[config.mk]
export PLATFORM = sky130hd
export DESIGN_NAME = hp_divider_seq
export DESIGN_NICKNAME = d
export VERILOG_FILES = /design/src/rtl/hp_divider_seq.sv
export SDC_FILE = /design/constraint.sdc
export NUM_CORES = 1
export LEC_CHECK = 0
export CELL_PAD_IN_SITES_DETAIL_PLACEMENT = 2
export CELL_PAD_IN_SITES_GLOBAL_PLACEMENT = 2
export CORE_ASPECT_RATIO = 0.7
export CORE_MARGIN = 2
export CORE_UTILIZATION = 38
export CTS_CLUSTER_SIZE = 16
export DETAILED_ROUTE_END_ITERATION = 16
export GPL_TIMING_DRIVEN = 0
export PLACE_DENSITY = 0.86
export SLEW_MARGIN = 20
export SYNTH_ARGS = -nofsm -noshare
export SYNTH_HDL_FRONTEND = slang
export SYNTH_SLANG_ARGS = --single-unit
[constraint.sdc]
create_clock -name clk -period 5.4 [get_ports clk]
set_clock_uncertainty 0.2 [all_clocks]
set_input_delay 1.08 -clock clk [delete_from_list [all_inputs] [get_ports clk]]
set_output_delay 1.08 -clock clk [all_outputs]
set_load 0.005 [all_outputs]
[src/rtl/hp_divider_seq.sv]
// Iterative IEEE-754 half-precision divider using restoring mantissa division.
// The datapath produces one quotient bit per clock and uses a start/busy/done handshake.
module hp_divider_seq #(
  parameter int EXP_BIAS = 15,
  parameter int QBITS    = 12
) (
  input  logic        clk,
  input  logic        rst_n,
  input  logic        start,
  input  logic [15:0] hp_inA,
  input  logic [15:0] hp_inB,
  output logic        busy,
  output logic        done,
  output logic [15:0] hp_quotient,
  output logic [1:0]  Exceptions
);

  typedef enum logic [1:0] {
    IDLE = 2'b00,
    SPEC = 2'b01,
    DIV  = 2'b10,
    NORM = 2'b11
  } state_t;

  state_t             state_r;
  state_t             next_state_s;

  logic               sign_r;
  logic [10:0]        mb_r;
  logic [12:0]        rem_r;
  logic [11:0]        q_r;
  logic [3:0]         cnt_r;
  logic signed [6:0]  e_r;
  logic [1:0]         spec_exc_r;

  logic [4:0]         exp_a_s;
  logic [4:0]         exp_b_s;
  logic [9:0]         man_a_s;
  logic [9:0]         man_b_s;
  logic               spec_s;
  logic [1:0]         spec_exc_s;
  logic signed [6:0]  e_calc_s;

  logic               ge_s;
  logic [12:0]        rem_sub_s;
  logic [12:0]        rem_next_s;
  logic signed [6:0]  e_norm_s;
  logic [9:0]         man_norm_s;

  logic               load_s;
  logic               write_spec_s;
  logic               write_norm_s;

  assign exp_a_s  = hp_inA[14:10];
  assign exp_b_s  = hp_inB[14:10];
  assign man_a_s  = hp_inA[9:0];
  assign man_b_s  = hp_inB[9:0];
  assign e_calc_s = $signed({2'b00, exp_a_s}) - $signed({2'b00, exp_b_s}) + $signed(7'(EXP_BIAS));

  // Operand classification in priority order; only meaningful on the accepting edge
  always_comb begin
    spec_s     = 1'b1;
    spec_exc_s = 2'b11;
    if ((exp_a_s == 5'd31) || (exp_b_s == 5'd31)) begin
      spec_exc_s = 2'b11;
    end else if (((exp_a_s == 5'd0) && (man_a_s != 10'd0)) ||
                 ((exp_b_s == 5'd0) && (man_b_s != 10'd0))) begin
      spec_exc_s = 2'b11;
    end else if (exp_b_s == 5'd0) begin
      spec_exc_s = 2'b11;
    end else if (exp_a_s == 5'd0) begin
      spec_exc_s = 2'b00;
    end else begin
      spec_s     = 1'b0;
      spec_exc_s = 2'b00;
    end
  end

  // One restoring-division step and the truncating normalisation of the finished quotient
  always_comb begin
    ge_s       = (rem_r >= {2'b00, mb_r});
    rem_sub_s  = ge_s ? (rem_r - {2'b00, mb_r}) : rem_r;
    rem_next_s = rem_sub_s << 1;
    if (q_r[11]) begin
      e_norm_s   = e_r;
      man_norm_s = q_r[10:1];
    end else begin
      e_norm_s   = e_r - 7'sd1;
      man_norm_s = q_r[9:0];
    end
  end

  // Next-state logic and per-state strobes
  always_comb begin
    next_state_s = state_r;
    load_s       = 1'b0;
    write_spec_s = 1'b0;
    write_norm_s = 1'b0;
    case (state_r)
      IDLE: begin
        if (start) begin
          load_s       = 1'b1;
          next_state_s = spec_s ? SPEC : DIV;
        end else begin
          next_state_s = IDLE;
        end
      end
      SPEC: begin
        write_spec_s = 1'b1;
        next_state_s = IDLE;
      end
      DIV: begin
        if (cnt_r == 4'd0) begin
          next_state_s = NORM;
        end else begin
          next_state_s = DIV;
        end
      end
      NORM: begin
        write_norm_s = 1'b1;
        next_state_s = IDLE;
      end
      default: begin
        next_state_s = IDLE;
      end
    endcase
  end

  // State register
  always_ff @(posedge clk or negedge rst_n) begin
    if (!rst_n) begin
      state_r <= IDLE;
    end else begin
      state_r <= next_state_s;
    end
  end

  // Operand capture and iterative quotient generation
  always_ff @(posedge clk or negedge rst_n) begin
    if (!rst_n) begin
      sign_r     <= 1'b0;
      mb_r       <= 11'd0;
      rem_r      <= 13'd0;
      q_r        <= 12'd0;
      cnt_r      <= 4'd0;
      e_r        <= 7'sd0;
      spec_exc_r <= 2'b00;
    end else if (load_s) begin
      sign_r     <= hp_inA[15] ^ hp_inB[15];
      mb_r       <= {1'b1, man_b_s};
      rem_r      <= {2'b01, man_a_s};
      q_r        <= 12'd0;
      cnt_r      <= 4'(QBITS - 1);
      e_r        <= e_calc_s;
      spec_exc_r <= spec_exc_s;
    end else if (state_r == DIV) begin
      rem_r <= rem_next_s;
      q_r   <= {q_r[10:0], ge_s};
      cnt_r <= cnt_r - 4'd1;
    end else begin
      rem_r <= rem_r;
      q_r   <= q_r;
      cnt_r <= cnt_r;
    end
  end

  // Registered handshake and result outputs; results only move on a writing edge
  always_ff @(posedge clk or negedge rst_n) begin
    if (!rst_n) begin
      busy        <= 1'b0;
      done        <= 1'b0;
      hp_quotient <= 16'h0000;
      Exceptions  <= 2'b00;
    end else begin
      busy <= (next_state_s != IDLE);
      done <= write_spec_s | write_norm_s;
      if (write_spec_s) begin
        hp_quotient <= 16'h0000;
        Exceptions  <= spec_exc_r;
      end else if (write_norm_s) begin
        if (e_norm_s < 7'sd1) begin
          hp_quotient <= 16'h0000;
          Exceptions  <= 2'b10;
        end else if (e_norm_s > 7'sd30) begin
          hp_quotient <= 16'h0000;
          Exceptions  <= 2'b01;
        end else begin
          hp_quotient <= {sign_r, e_norm_s[4:0], man_norm_s};
          Exceptions  <= 2'b00;
        end
      end else begin
        hp_quotient <= hp_quotient;
        Exceptions  <= Exceptions;
      end
    end
  end

endmodule

======== Word-level counts from Yosys, hierarchy flattened ========
Cells that the tools add are included.
Widths: inputs -> output; s select.
word-level totals
  logic and storage cells ................. 73
  bits in registers ....................... 72
operators by class
  multiplexer cells ....................... 32
  equal/unequal tests ..................... 5
  order comparisons ....................... 3
  bitwise logic cells ..................... 2
  reduce and logical (&&, ||, !) cells .... 14
  add/sub/neg operators ................... 5
operators with widths
  operator             count
  $mux 16              4
  $mux 12              3
  $mux 13              2
  $reduce_bool 10->1   2
  $mux 2               8
  $ge 13x11->1         1
  $sub 12x11->12       1
  $eq 5x5->1 const B   2
  $logic_not 5->1      2
  $mux 1               10
  $mux 10              1
  $mux 4               2
  $add 6x5->7 const B  1
  $gt 7x6->1 const B   1
  $lt 7x2->1 const B   1
  $mux 7               1
  $sub 7x2->7 const B  1
  $pmux 2 s3           1
  $reduce_bool 2->1    3
  $sub 5x5->6          1
  $eq 2x2->1 const B   2
  $logic_not 4->1      1
  $sub 4x1->4 const B  1
  $eq 2x1->1 const B   1
  other kinds (6)      8

======== Longest topological paths before layout ========
Gate-level depths: netlist (run 1).
  word-level depth ........................ 9
  depth in mapped cells ................... 11
  mapped depth without buffers ............ 10

======== Worst setup path after synthesis (run 1) ========
Ideal clock, no wire load.
  path type ............................... input to register
  from .................................... input hp_inA[10]
  to ...................................... register e_r[5]
  stages on the path ...................... 10
  arrival time ............................ 2621 ps
  path slack .............................. 2455 ps
  cell sequence ........................... inv_1 ha_1 inv_1 fa_1 xor2_1 inv_1 and3_1 o21ai_0 a211oi_1 a211o_1
on the way
  word-level cells in the longest chain between the ends .. 2
RTL lines
  what                    RTL line  text
  start: declaration      10        input logic [15:0] hp_inA,
  $sub 5x5->6             58        assign e_calc_s = $signed({2'b00, exp_a_s}) - $signed({2'b00, exp_b_s}) + $signed(7'(EXP_BIAS));
  $add 6x5->7             58
  end signal: assignment  154       e_r <= e_calc_s;
  end: declaration        33        logic signed [6:0] e_r;
No other way between the ends.
A chain may end at the register's enable or synchronous reset.

======== Worst setup path in the final report (run 1) ========
Same ends and word-level chain as after synthesis.

==> flow_summary.yaml, run 1 <==
cts:
  clk_path_buf_depth: 2
  cts_sinks: 71
  ctsResizeCount: 0
  path_clk_slew_ns: 0.06
  cts-root-buf: "clkbuf_16"
  h-tree-depth: 3
  insertion_delay_ns: 0.34
  cts_tree: "yes"
  postCtsSetupRepairBufs: 0
  cts_hold_buf: 0
  cts_buffers: 9
power:
  power.density_mw_per_mm2: 665
  combPwrFrac_pct: 54.7
  p_int_uw: 1930
  clkPwrFrac_pct: 16.2
  power_frac_seq_pct: 29.1
  p_leak_uw: 0.00222
  p_sw_uw: 1460
  power.share.switching_pct: 43.1
  ir_drop_mv: 0.325
setup_path:
  arrival_ns: 3.40
  cp_max_fo: 4
  path_class: "input pin to register"
  start_kind: "input pin"
  endpoint_kind: "register"
  cp.required_ns: 5.42
global_routing:
  grt_max_degree: 48
  grt_util_met3_pct: 4.54
  grt_antenna_before_repair: 0
  grt_use_met2_pct: 37.0
  met1_usage_pct: 33.0
  busiest_layer: "met2"
  grtUsageTotal_pct: 23.3
  grt_pass1_vias: 3814
  grt_pass1_wl_um: 21000
  grt_overflow_total: 0
die:
  start_util_pct: 39.4
  design.die.area_mm2: 0.0117
  placementRows: 31
  io_pins: 55
  die_x_um: 128
  core_area_mm2: 0.0104
  die_height_um: 91.0
sta:
  max_slew_margin_pct: 44.5
  fin_hold_ws_ns: 0.287
  period_share_pct: 62.7
  report.final.setup_viol: 0
  tns_ns: 0
  worstMarginPinSlew_ns: 0.827
  max_freq_mhz: 296
  hold_viol: 0
  grt_setup_unrepaired: "false"
  fin_crit_ns: 3.38
  drv_slew: 0
synth:
  ys_types: 64
  synth_most_common_cell: "dfrtp_1"
  post_synth.cell_area_avg_um2: 10.3
  ys_seq_area_share_pct: 43.2
  synthArstFlopShare_pct: 100
  ys_ff_latch: 71
  synth_edf_count: 0
  synth_top_cell_area_share_pct: 43.2
  ys_warn_count: 0
  synth_area_mm2: 0.00411
  synthCells: 400
  synth_top_area_cell: "dfrtp_1"
  netlist_top_cells_count: "71 x dfrtp_1, 35 x o21ai_0, 32 x nand2_1"
  synth.area.top_cells: "dfrtp_1 43%, ha_1 6.1%, o21ai_0 4.3%"
  synthesis.nets: 457
  dominantRegCellSynth: "dfrtp_1"
route:
  vias: 3426
  firstDrtPassIters: 4
  drc: 0
  drtAntennaViolNets: 0
  drt-total-wl_um: 13000
  vias_per_cell: 5.68
  wire_per_inst_um: 21.6
  drtIter0Drc: 126
final_layout:
  fin_nets: 523
  layout-drive-gt1-share_pct: 9.34
  diodes: 0
  area.growth.synth_to_final_pct: 24.3
placed_design:
  place_congestion: 0.841
  hpwl_um: 9520
  io_buffer_count: 54
worst_hold_path:
  hold_class: "register to register"
outcome:
  status: "finished clean"
run:
  drv_cap: 0
-- cells in the final DEF, fill, tap and decap left out, types with 4 or more instances in the layout --
master,n
dfrtp_1,71
clkdlybuf4s50_1,53
o21ai_0,35
nand2_1,32
inv_1,29
ha_1,20
nor2_1,18
mux2i_1,17
a21oi_1,13
clkbuf_1,12
xnor2_1,12
a22o_1,12
a22oi_1,10
nand2b_1,9
o2bb2ai_2,9
clkbuf_16,9
xor2_1,7
nand3_1,6
a211oi_1,6
a21o_1,6
o2bb2ai_1,5
or4_1,4
a31oi_1,4
buf_6,4
-- metal layers --
metal	routed length, um	share of wire, %
met1	6470	50
met2	5950	46
met3	476	3.7
met4	119	0.91
met5	0	0
-- final cells by class --
class                   count  area [um2]
plain buffers              22         153
clock buffers              10         229
clock inverters             6        37.5
fillers                  1075        5330
inverters                  29         109
multi-input cells         278        2070
flip-flops and latches     71        1780
well taps                 132         165
repair buffers             55         566
-- flip-flops by register name, indices dropped and copies added, names as in the netlist --
name	flops
q_r	12
busy	1
mb_r	11
cnt_r	4
e_r	7
state_r	2
done	1
Exceptions	2
sign_r	1
rem_r	13
spec_exc_r	1
hp_quotient	16
-- power groups by stage --
stage | Clock (uW) | Combinational [uW] | Sequential [uW]
floorplan | 0 | 1270 | 931
global placement | 0 | 1690 | 972
detailed placement | 0 | 1820 | 989
CTS | 557 | 1870 | 986
global route | 578 | 2050 | 1020
finish | 552 | 1860 | 989
-- cell families (layout without fill, tap and decap cells) --
| group | Yosys count | after routing | share of synthesized area, % |
|---|---|---|---|
| compound gates | 125 | 125 | 23.1 |
| flops | 71 | 71 | 43.2 |
| xor+xnor | 19 | 19 | 4.05 |
| fa+ha+maj | 22 | 22 | 7.06 |
| simple gates | 93 | 93 | 11.5 |
| buf+inv | 51 | 122 | 6.36 |
| mux | 19 | 19 | 4.69 |
-- metrics by stage --
step / cells / power [uW] / worst slack (ns) / instance area [um2] / util [%]
after floorplan: 400 / 2200 / 2.45 / 4110 / -
after global placement: 586 / 2660 / 0.459 / 4820 / 46.2
after detailed placement: 587 / 2810 / 1.74 / 4840 / 46.4
after CTS: 603 / 3410 / 1.99 / 5110 / 49.0
after global routing: 603 / 3640 / 1.82 / 5110 / 49.0
final: 603 / 3400 / 2.02 / 5110 / 49.0
-- worst max-delay path, cell delays in order --
cell and delay (ns):
clkdlybuf4s50_1 0.46, inv_1 0.09, ha_1 0.15, inv_1 0.05, fa_1 0.41, xor2_1 0.25, inv_1 0.08, and3_1 0.19
o21ai_0 0.16, a211oi_1 0.17, a211o_1 0.30
-- worst paths after layout --
kind / from / depth (start not counted) / endpoint / slack (ns)
max in group asynchronous: rst_n / 2 / mb_r[4]$_DFFE_PN0P_ / 3.97
min in group asynchronous: rst_n / 1 / hp_quotient[14]$_DFFE_PN0P_ / 0.45
max reg2reg: rem_r[7]$_DFFE_PN0P_ / 9 / rem_r[6]$_DFFE_PN0P_ / 2.09
min: mb_r[10]$_DFFE_PN0P_ / 2 / mb_r[10]$_DFFE_PN0P_ / 0.29
max: hp_inA[10] / 11 / e_r[5]$_DFFE_PN0P_ / 2.02
min reg2reg: mb_r[10]$_DFFE_PN0P_ / 2 / mb_r[10]$_DFFE_PN0P_ / 0.29
No activity file was read; power rests on OpenSTA's default activity.
==> run 2, diff against run 1 <==
Settings changed: CORE_UTILIZATION 38 to 32, PLACE_DENSITY 0.86 to 0.77.
Clock period 5.4 ns to 2.86 ns, I/O delays scaled along.
==> run 2 against run 1 <==
Against the previous run:
- critical path depth down 3
- flip-flop and latch count did not move
- worst hold slack gained 0.0067 ns
- count of clock-buffer cells in the layout down 1
- largest cell class unchanged
- combinational power up 94%
- clock power up 130%
==> flow_summary.yaml, run 2 (synthesized netlist as in run 1, its figures left out) <==
sta:
  report.final.setup_viol: 0
  period_share_pct: 95.8
  worstMarginPinSlew_ns: 0.860
  max_freq_mhz: 365
  hold_viol: 0
  drv_slew: 0
  tns_ns: 0
  max_slew_margin_pct: 42.3
  fin_crit_ns: 2.74
global_routing:
  grt_max_degree: 41
  grtUsageTotal_pct: 19.4
  grt_pass1_vias: 3810
  grt_overflow_total: 0
  grt_pass1_wl_um: 20900
  grt_antenna_before_repair: 0
setup_path:
  crit_slowest_cell: "dfrtp_1"
  cp_max_fo: 4
  path_class: "register to register"
  crit_family: "compound AO/OA/AOI/OAI gates"
  slowest_delay_ns: 0.43
  crit_chain: "ha_1 -> nand2_1 -> a211oi_2 -> nor2_1 -> o311ai_4 -> buf_4 -> mux2_2 -> o21ai_0"
  start_kind: "register"
  cp.required_ns: 2.92
  endpoint_kind: "register"
  path_buf_inv: 1
  arrival_ns: 2.80
placed_design:
  io_buffer_count: 54
  place_area_mm2: 0.00487
  place_congestion: 0.858
  hpwl_um: 9350
final_layout:
  fin_nets: 527
  stdcell_area_mm2: 0.00532
  final_common_cell: "dfrtp_1"
  max_flop_register: "hp_quotient"
  diodes: 0
  layout-drive-gt1-share_pct: 12.8
  largest_register_ffs: 16
  nFillCells: 1300
  multi_input_area_mm2: 0.00215
  area.growth.synth_to_final_pct: 29.5
  register_area_mm2: 0.00178
  top_regs: "hp_quotient: 16 flops, rem_r: 13 flops, q_r: 12 flops"
  layout_common_cells: "70 x dfrtp_1, 53 x clkdlybuf4s50_1, 34 x o21ai_0"
  fin_util_pct: 42.7
power:
  power_frac_seq_pct: 27.8
  ir_drop_mv: 0.435
  power.share.switching_pct: 41.6
  p_sw_uw: 2800
  p_leak_uw: 0.00231
  combPwrFrac_pct: 53.5
  p_int_uw: 3930
  clkPwrFrac_pct: 18.7
  power.density_mw_per_mm2: 1260
die:
  placementRows: 34
  die_x_um: 139
  core_area_mm2: 0.0125
  io_pins: 55
  die_height_um: 98.8
  design.die.area_mm2: 0.0138
  start_util_pct: 33.0
cts:
  cts-root-buf: "clkbuf_16"
  clk_path_buf_depth: 2
  cts_buffers: 9
  cts_tree: "yes"
  path_clk_slew_ns: 0.07
  insertion_delay_ns: 0.35
  cts_sinks: 71
  h-tree-depth: 3
route:
  wire_per_inst_um: 19.7
  vias: 3456
  drtIter0Drc: 163
  drc: 0
  vias_per_cell: 5.43
  drtAntennaViolNets: 0
  firstDrtPassIters: 4
  drt-total-wl_um: 12500
worst_hold_path:
  hold_class: "register to register"
run:
  drv_cap: 0
outcome:
  status: "finished clean"
[run 2: cell types whose count changed in the layout (fill, tap and decap cells not counted), sizes merged]
cell / delta
clkinvlp: -3
bufinv: +2
buf: +4
inv: +2
clkbuf: -2
dlygate4sd3: +1
[run 2: power by group through the flow]
| stage | Sequential [uW] | Clock, uW | Combinational [uW] |
|---|---|---|---|
| final | 1870 | 1260 | 3600 |
| after global routing | 1940 | 1330 | 4010 |
| after CTS | 1870 | 1280 | 3500 |
| after detailed placement | 1870 | 0 | 3380 |
| after global placement | 1840 | 0 | 3190 |
| after floorplan | 1760 | 0 | 2390 |
[run 2: worst register-to-register path, cell delays in order, from the launching register on]
cell	delay, ns
dfrtp_1	0.43
ha_1	0.40
nand2_1	0.16
a211oi_2	0.30
nor2_1	0.20
o311ai_4	0.28
buf_4	0.20
mux2_2	0.34
o21ai_0	0.15
[run 2: final timing paths]
kind                                             startpoint                           to  slack, ns  cells after the start
worst max-delay path                   rem_r[3]$_DFFE_PN0P_         rem_r[2]$_DFFE_PN0P_       0.12                      8
worst min-delay path            hp_quotient[12]$_DFFE_PN0P_  hp_quotient[12]$_DFFE_PN0P_       0.29                      1
worst max register to register         rem_r[3]$_DFFE_PN0P_         rem_r[2]$_DFFE_PN0P_       0.12                      8
worst min register to register  hp_quotient[12]$_DFFE_PN0P_  hp_quotient[12]$_DFFE_PN0P_       0.29                      1
max in group asynchronous                             rst_n           e_r[1]$_DFFE_PN0P_       1.33                      3
min in group asynchronous                             rst_n   hp_quotient[7]$_DFFE_PN0P_       0.53                      2
[run 2: layer usage]
metal  GRT usage (%)  part of all wire (%)  vias up
met5               0                     0        -
met4            5.28                   1.0        0
met3            3.60                   3.7       13
met2            31.4                    47       67
met1            26.8                    49     1769
li1                -                     -     1607
[run 2: what timing repair did]
action | in CTS | in global routing
endpoints found under the hold margin | 31 | 0
pin swaps | 1 | 2
endpoints found under the setup margin | 20 | 26
buffers inserted | 1 | 3
resized for setup | 6 | 12
hold buffers | 1 | 0
[run 2: cell type report]
type	instances	share of cell area [%]
multi-input cells	278	40.5
flip-flops and latches	71	33.4
repair buffers	60	11.2
clock buffers	9	4.23
well taps	162	3.81
plain buffers	21	2.84
inverters	29	2.05
clock inverters	7	1.95
[run 2: through the flow]
stage | std cells | power (uW) | hold slack [ns] | setup WS (ns)
final | 637 | 6730 | 0.294 | 0.120
after global routing | 637 | 7280 | 0.309 | -0.00435
after CTS | 635 | 6650 | 0.290 | 0.0443
after detailed placement | 617 | 5250 | 0.276 | -0.313
after global placement | 616 | 5030 | 0.258 | -1.59
after floorplan | 400 | 4150 | 0.0764 | 0.259
